===== src/rtl/tag_pool_arbiter.sv =====
// rtl/tag_pool_arbiter.sv - Round-robin tag allocator and fixed-priority tag return merger around a shared free-list
module tag_pool_arbiter #(
  parameter int NUM_REQ   = 4,
  parameter int NUM_RET   = 2,
  parameter int TAG_WIDTH = 2,
  parameter int DEPTH     = 4
) (
  input  logic                          clk,
  input  logic                          reset,
  input  logic [NUM_REQ-1:0]            i__alloc_req,
  output logic [NUM_REQ-1:0]            o__alloc_grant,
  output logic [TAG_WIDTH-1:0]          o__alloc_tag,
  input  logic [NUM_RET-1:0]            i__ret_valid,
  input  logic [NUM_RET*TAG_WIDTH-1:0]  i__ret_tag,
  output logic [NUM_RET-1:0]            o__ret_ready,
  input  logic                          i__pool_out_valid,
  input  logic [TAG_WIDTH-1:0]          i__pool_out,
  output logic                          o__pool_out_ready,
  output logic                          o__pool_in_valid,
  output logic [TAG_WIDTH-1:0]          o__pool_in,
  input  logic                          i__pool_in_ready,
  output logic                          o__ready,
  output logic [$clog2(DEPTH+1)-1:0]    o__outstanding,
  output logic                          o__err_spurious_ret
);
  localparam int RR_W  = $clog2(NUM_REQ);
  localparam int CNT_W = $clog2(DEPTH + 1);

  typedef enum logic {
    WAIT_INIT = 1'b0,
    ACTIVE    = 1'b1
  } state_e;

  state_e               state_q, state_d;
  logic [NUM_REQ-1:0]   grant_q, grant_d;
  logic [TAG_WIDTH-1:0] tag_q, tag_d;
  logic [RR_W-1:0]      rr_q, rr_d;
  logic [CNT_W-1:0]     outstanding_q, outstanding_d;
  logic                 err_q, err_d;

  logic                 active;
  logic                 have_out;
  logic [NUM_REQ-1:0]   eligible;
  logic                 win_found;
  logic [RR_W-1:0]      winner;
  logic                 pop;
  logic                 ret_any;
  logic                 ret_found;
  logic [NUM_RET-1:0]   ret_sel;
  logic [TAG_WIDTH-1:0] ret_sel_tag;
  logic                 ret_hs;

  // Two passes give "first eligible at or after rr, wrapping" without modulo index math.
  always_comb begin
    win_found = 1'b0;
    winner    = '0;
    for (int i = 0; i < NUM_REQ; i++) begin
      if (!win_found && eligible[i] && (i >= int'(rr_q))) begin
        win_found = 1'b1;
        winner    = RR_W'(i);
      end
    end
    for (int i = 0; i < NUM_REQ; i++) begin
      if (!win_found && eligible[i]) begin
        win_found = 1'b1;
        winner    = RR_W'(i);
      end
    end
  end

  always_comb begin
    ret_found   = 1'b0;
    ret_sel     = '0;
    ret_sel_tag = '0;
    for (int k = 0; k < NUM_RET; k++) begin
      if (!ret_found && i__ret_valid[k]) begin
        ret_found   = 1'b1;
        ret_sel[k]  = 1'b1;
        ret_sel_tag = i__ret_tag[k*TAG_WIDTH +: TAG_WIDTH];
      end
    end
  end

  always_comb begin
    active   = (state_q == ACTIVE);
    have_out = (outstanding_q != '0);
    eligible = i__alloc_req & ~grant_q;
    pop      = active & i__pool_out_valid & win_found;
    ret_any  = |i__ret_valid;

    o__pool_out_ready = pop;
    o__pool_in_valid  = active & ret_any & have_out;
    o__pool_in        = active ? ret_sel_tag : '0;
    o__ret_ready      = {NUM_RET{active & have_out & i__pool_in_ready}} & ret_sel;
    ret_hs            = o__pool_in_valid & i__pool_in_ready;

    state_d = state_q;
    if (!active && i__pool_out_valid) begin
      state_d = ACTIVE;
    end

    grant_d = '0;
    for (int i = 0; i < NUM_REQ; i++) begin
      grant_d[i] = pop & (winner == RR_W'(i));
    end
    tag_d = pop ? i__pool_out : tag_q;

    rr_d = rr_q;
    if (pop) begin
      rr_d = (winner == RR_W'(NUM_REQ - 1)) ? '0 : winner + 1'b1;
    end

    outstanding_d = outstanding_q;
    if (pop && !ret_hs) begin
      outstanding_d = outstanding_q + CNT_W'(1);
    end else if (!pop && ret_hs) begin
      outstanding_d = outstanding_q - CNT_W'(1);
    end

    // A return while nothing is allocated can only be a protocol error upstream.
    err_d = err_q | (active & ret_any & ~have_out);
  end

  always_ff @(posedge clk) begin
    if (reset) begin
      state_q       <= WAIT_INIT;
      grant_q       <= '0;
      tag_q         <= '0;
      rr_q          <= '0;
      outstanding_q <= '0;
      err_q         <= 1'b0;
    end else begin
      state_q       <= state_d;
      grant_q       <= grant_d;
      tag_q         <= tag_d;
      rr_q          <= rr_d;
      outstanding_q <= outstanding_d;
      err_q         <= err_d;
    end
  end

  assign o__alloc_grant      = grant_q;
  assign o__alloc_tag        = tag_q;
  assign o__ready            = (state_q == ACTIVE);
  assign o__outstanding      = outstanding_q;
  assign o__err_spurious_ret = err_q;

endmodule


===== config.mk =====
export PLATFORM = sky130hd
export DESIGN_NAME = tag_pool_arbiter
export DESIGN_NICKNAME = d
export VERILOG_FILES = /design/src/rtl/tag_pool_arbiter.sv
export SDC_FILE = /design/constraint.sdc
export NUM_CORES = 1
export LEC_CHECK = 0
export BUFFER_PORTS_ARGS = -buffer_cell sky130_fd_sc_hd__clkbuf_2
export CORE_MARGIN = 2
export CORE_UTILIZATION = 45
export CTS_CLUSTER_SIZE = 10
export DETAILED_ROUTE_END_ITERATION = 8
export GPL_TIMING_DRIVEN = 1
export HOLD_SLACK_MARGIN = 0.06
export PLACE_DENSITY_LB_ADDON = 0.1
export SETUP_SLACK_MARGIN = 0.3
export SYNTH_ARGS = -nofsm -noshare
export SYNTH_HDL_FRONTEND = slang
export SYNTH_SLANG_ARGS = --single-unit

===== constraint.sdc =====
create_clock -name clk -period 6.8 [get_ports clk]
set_clock_uncertainty 0.05 [all_clocks]
set_input_delay 0.68 -clock clk [delete_from_list [all_inputs] [get_ports clk]]
set_output_delay 0.68 -clock clk [all_outputs]
set_load 0.05 [all_outputs]

==> flow_metrics.py <==
metrics = {
    "timing": {
        "max_freq_ghz": 0.404,
        "final-hold-violation-count": 0,
        "tightest_slew_ns": 0.339,
        "finalSetupViolations": 0,
        "fin_crit_sh": 0.364,
        "fin_setup_tns_ns": 0,
        "relSlewSlack": 0.774,
        "slew_viol_final": 0,
        "rsz0062_at_grt": "false",
        "min_period_ns": 2.48,
        "fin_ws_ns": 4.32,
    },
    "clocking": {
        "cts_root_buf": "clkbuf_4",
        "clk_pin_slew_ns": 0.08,
        "cts_tree": "done",
        "post_cts_buffers": 0,
        "clk_latency_ns": 0.28,
        "clkSinkCount": 13,
        "cts.repair.resized": 0,
        "ctsLongestPathBuffers": 2,
        "cts_buffers": 3,
        "htree_levels": 1,
        "ctsHoldBuffers": 0,
    },
    "worst_setup_path": {
        "critical_path.top_delay_family": "simple AND/OR/NAND/NOR gates",
        "cp_slowest_cell": "or3_1",
        "critical_path_peak_fanout": 4,
        "max_stage_delay_ns": 0.42,
        "cpMostUsedCell": "or3_1",
        "crit_path_start_kind": "register",
        "worstSetupPathType": "register to register",
        "setup.worst_path.end_class": "register",
        "r2r_cells": 9,
        "crit_arrival_ns": 2.64,
        "crit_chain": "or3_1, and3_1, o21ai_0, ha_1, inv_1, fa_1, xor2_1, or3_1, a21oi_1",
        "required_ns": 6.97,
        "crit_cells": 9,
        "crit_buf_inv": 1,
    },
    "synthesis": {
        "synth-seq-cells": 13,
        "synth_area_per_cell_um2": 9.43,
        "netlist.area_leader.share": 0.345,
        "synth_edf_count": 0,
        "yosysWarnings": 0,
        "netlist_instances": 80,
        "synth_nets": 102,
        "yosysUniqueCellTypes": 29,
        "synth.area.top_cells": "dfxtp_1 34%, ha_1 8.3%, nor2_1 6.5%",
        "synth_largest_area_cell": "dfxtp_1",
        "yosysSeqAreaShare": 0.345,
        "async_reset_ff_frac": 0,
        "synthFlopType": "dfxtp_1",
        "synth_common_cells": "13 x dfxtp_1, 13 x nor2_1, 6 x and2_1",
        "netlist_area_um2": 754,
    },
    "power": {
        "vdd.ir_drop.worst_uv": 137,
        "power_leakage_nw": 0.477,
        "power_density_nw_per_um2": 207,
    },
    "grt": {
        "met1_usage": 0.191,
        "grt_pass1_vias": 604,
        "grt.met3_usage": 0.0360,
        "grt_pass1_wl_mm": 2.46,
        "grt.busiest_layer": "met2",
        "antenna_found_initial": 0,
        "gr-total-overflow": 0,
        "grtUsageMet2": 0.291,
        "grt_max_degree": 11,
        "grt.total_usage": 0.175,
    },
    "floorplanning": {
        "die_area_um2": 2020,
        "core.rowCount": 14,
        "die_w_um": 44.9,
        "dieHeight_um": 44.9,
        "initial_core_util": 0.489,
        "core-area_um2": 1540,
        "io_pins": 33,
    },
    "final_layout": {
        "fin_util": 0.621,
        "drive_gt1_frac": 0.348,
        "area_growth_pct": 26.9,
        "diodes": 0,
        "nFillCells": 144,
        "nNetsFinal": 138,
    },
    "place": {
        "hpwlAfterDp_mm": 1.25,
        "io_buffers": 32,
        "dp_slack_ns": 4.14,
        "gp_congestion": 0.805,
    },
    "detailed_routing": {
        "first_iter_violations": 7,
        "ant_nets": 0,
        "drc": 0,
        "vias": 676,
        "drt_first_pass_iters": 4,
        "totalWireLength_mm": 1.49,
        "viasPerCell": 5.16,
        "wl_per_cell_um": 11.4,
    },
    "hold_path": {
        "hold_path.class": "register to register",
        "hold_depth": 2,
    },
    "run_status": {
        "status": "finished clean",
    },
    "flow_run": {
        "cap_violations": 0,
    },
}
-- through the flow --
stage	cells	cell area, um^2	power [W]	hold slack, ns
floorplan	80	754	0.000136	0.462
global placement	127	931	0.000151	0.402
detailed placement	127	931	0.000153	0.411
CTS	131	957	0.000201	0.429
global route	131	957	0.000211	0.460
finish	131	957	0.000199	0.422
-- worst min-delay path, delay by kind of cell (launching register included) --
kind / cells / cell delay, ns
DFF: 1 / 0.33
and+or+nand+nor: 2 / 0.12
-- placed cells by master (no fill, tap or decap) --
cell type  count
nand2b_4       2
or3_1          2
a41oi_4        1
o21ai_0        5
nor2_1        13
a21boi_0       1
a21oi_1        1
ha_1           5
inv_1          3
and3b_1        1
o311a_1        1
o21ba_2        1
o211a_1        1
fa_1           1
nand2b_1       2
clkbuf_4       3
a31oi_1        1
nor2b_1        5
and2b_1        1
nor4b_1        1
xor2_1         2
a22oi_1        2
a211oi_1       1
mux2i_1        4
clkbuf_1       1
and2_1         6
clkbuf_2      32
o21bai_1       1
dfxtp_1       13
nand2_2        1
and3_1         1
-- routing by layer --
layer,share of wire,up-vias
met1,0.44,299
met2,0.45,27
met5,0,-
met3,0.079,5
li1,-,345
met4,0.032,0
-- flip-flops by register name (all words and copies together) (netlist names) --
name                 count
o__alloc_tag             2
o__ready                 1
rr_q                     2
o__err_spurious_ret      1
o__outstanding           3
o__alloc_grant           4
-- logic make-up (layout without fill, tap and decap cells) --
| logic type | count (synthesis) | after routing | share of synthesized area |
|---|---|---|---|
| buffers and inverters | 4 | 39 | 0.0199 |
| adder cells (fa/ha/maj) | 6 | 6 | 0.109 |
| XOR/XNOR | 2 | 2 | 0.0232 |
| multiplexers | 4 | 4 | 0.0531 |
| AND/OR/NAND/NOR | 35 | 35 | 0.275 |
| flip-flops | 13 | 13 | 0.345 |
| AO/OA/AOI/OAI | 16 | 16 | 0.174 |
-- power breakdown --
part	total (W)	internal, W	switching [W]
sequential	0.0000866	0.0000811	0.00000548
clock	0.0000475	0.0000228	0.0000247
combinational	0.0000645	0.0000222	0.0000423
total	0.000199	0.000126	0.0000725
-- area by class of cell --
class,count,area (um^2),area share
Inverter,3,11.3,0.0118
Multi-Input combinational cell,63,479,0.501
Tap cell,16,20.0,0.0209
Timing Repair Buffer,32,160,0.167
Clock buffer,4,26.3,0.0275
Sequential cell,13,260,0.272
-- worst paths after layout --
check / slack (ns) / to / startpoint
setup / recovery: 4.32 / o__outstanding[2] / o__outstanding[1]
hold / removal: 0.42 / o__err_spurious_ret / o__err_spurious_ret
setup reg to reg: 4.32 / o__outstanding[2] / o__outstanding[1]
hold reg to reg: 0.42 / o__err_spurious_ret / o__err_spurious_ret
Power figures use the tool's default switching activity.
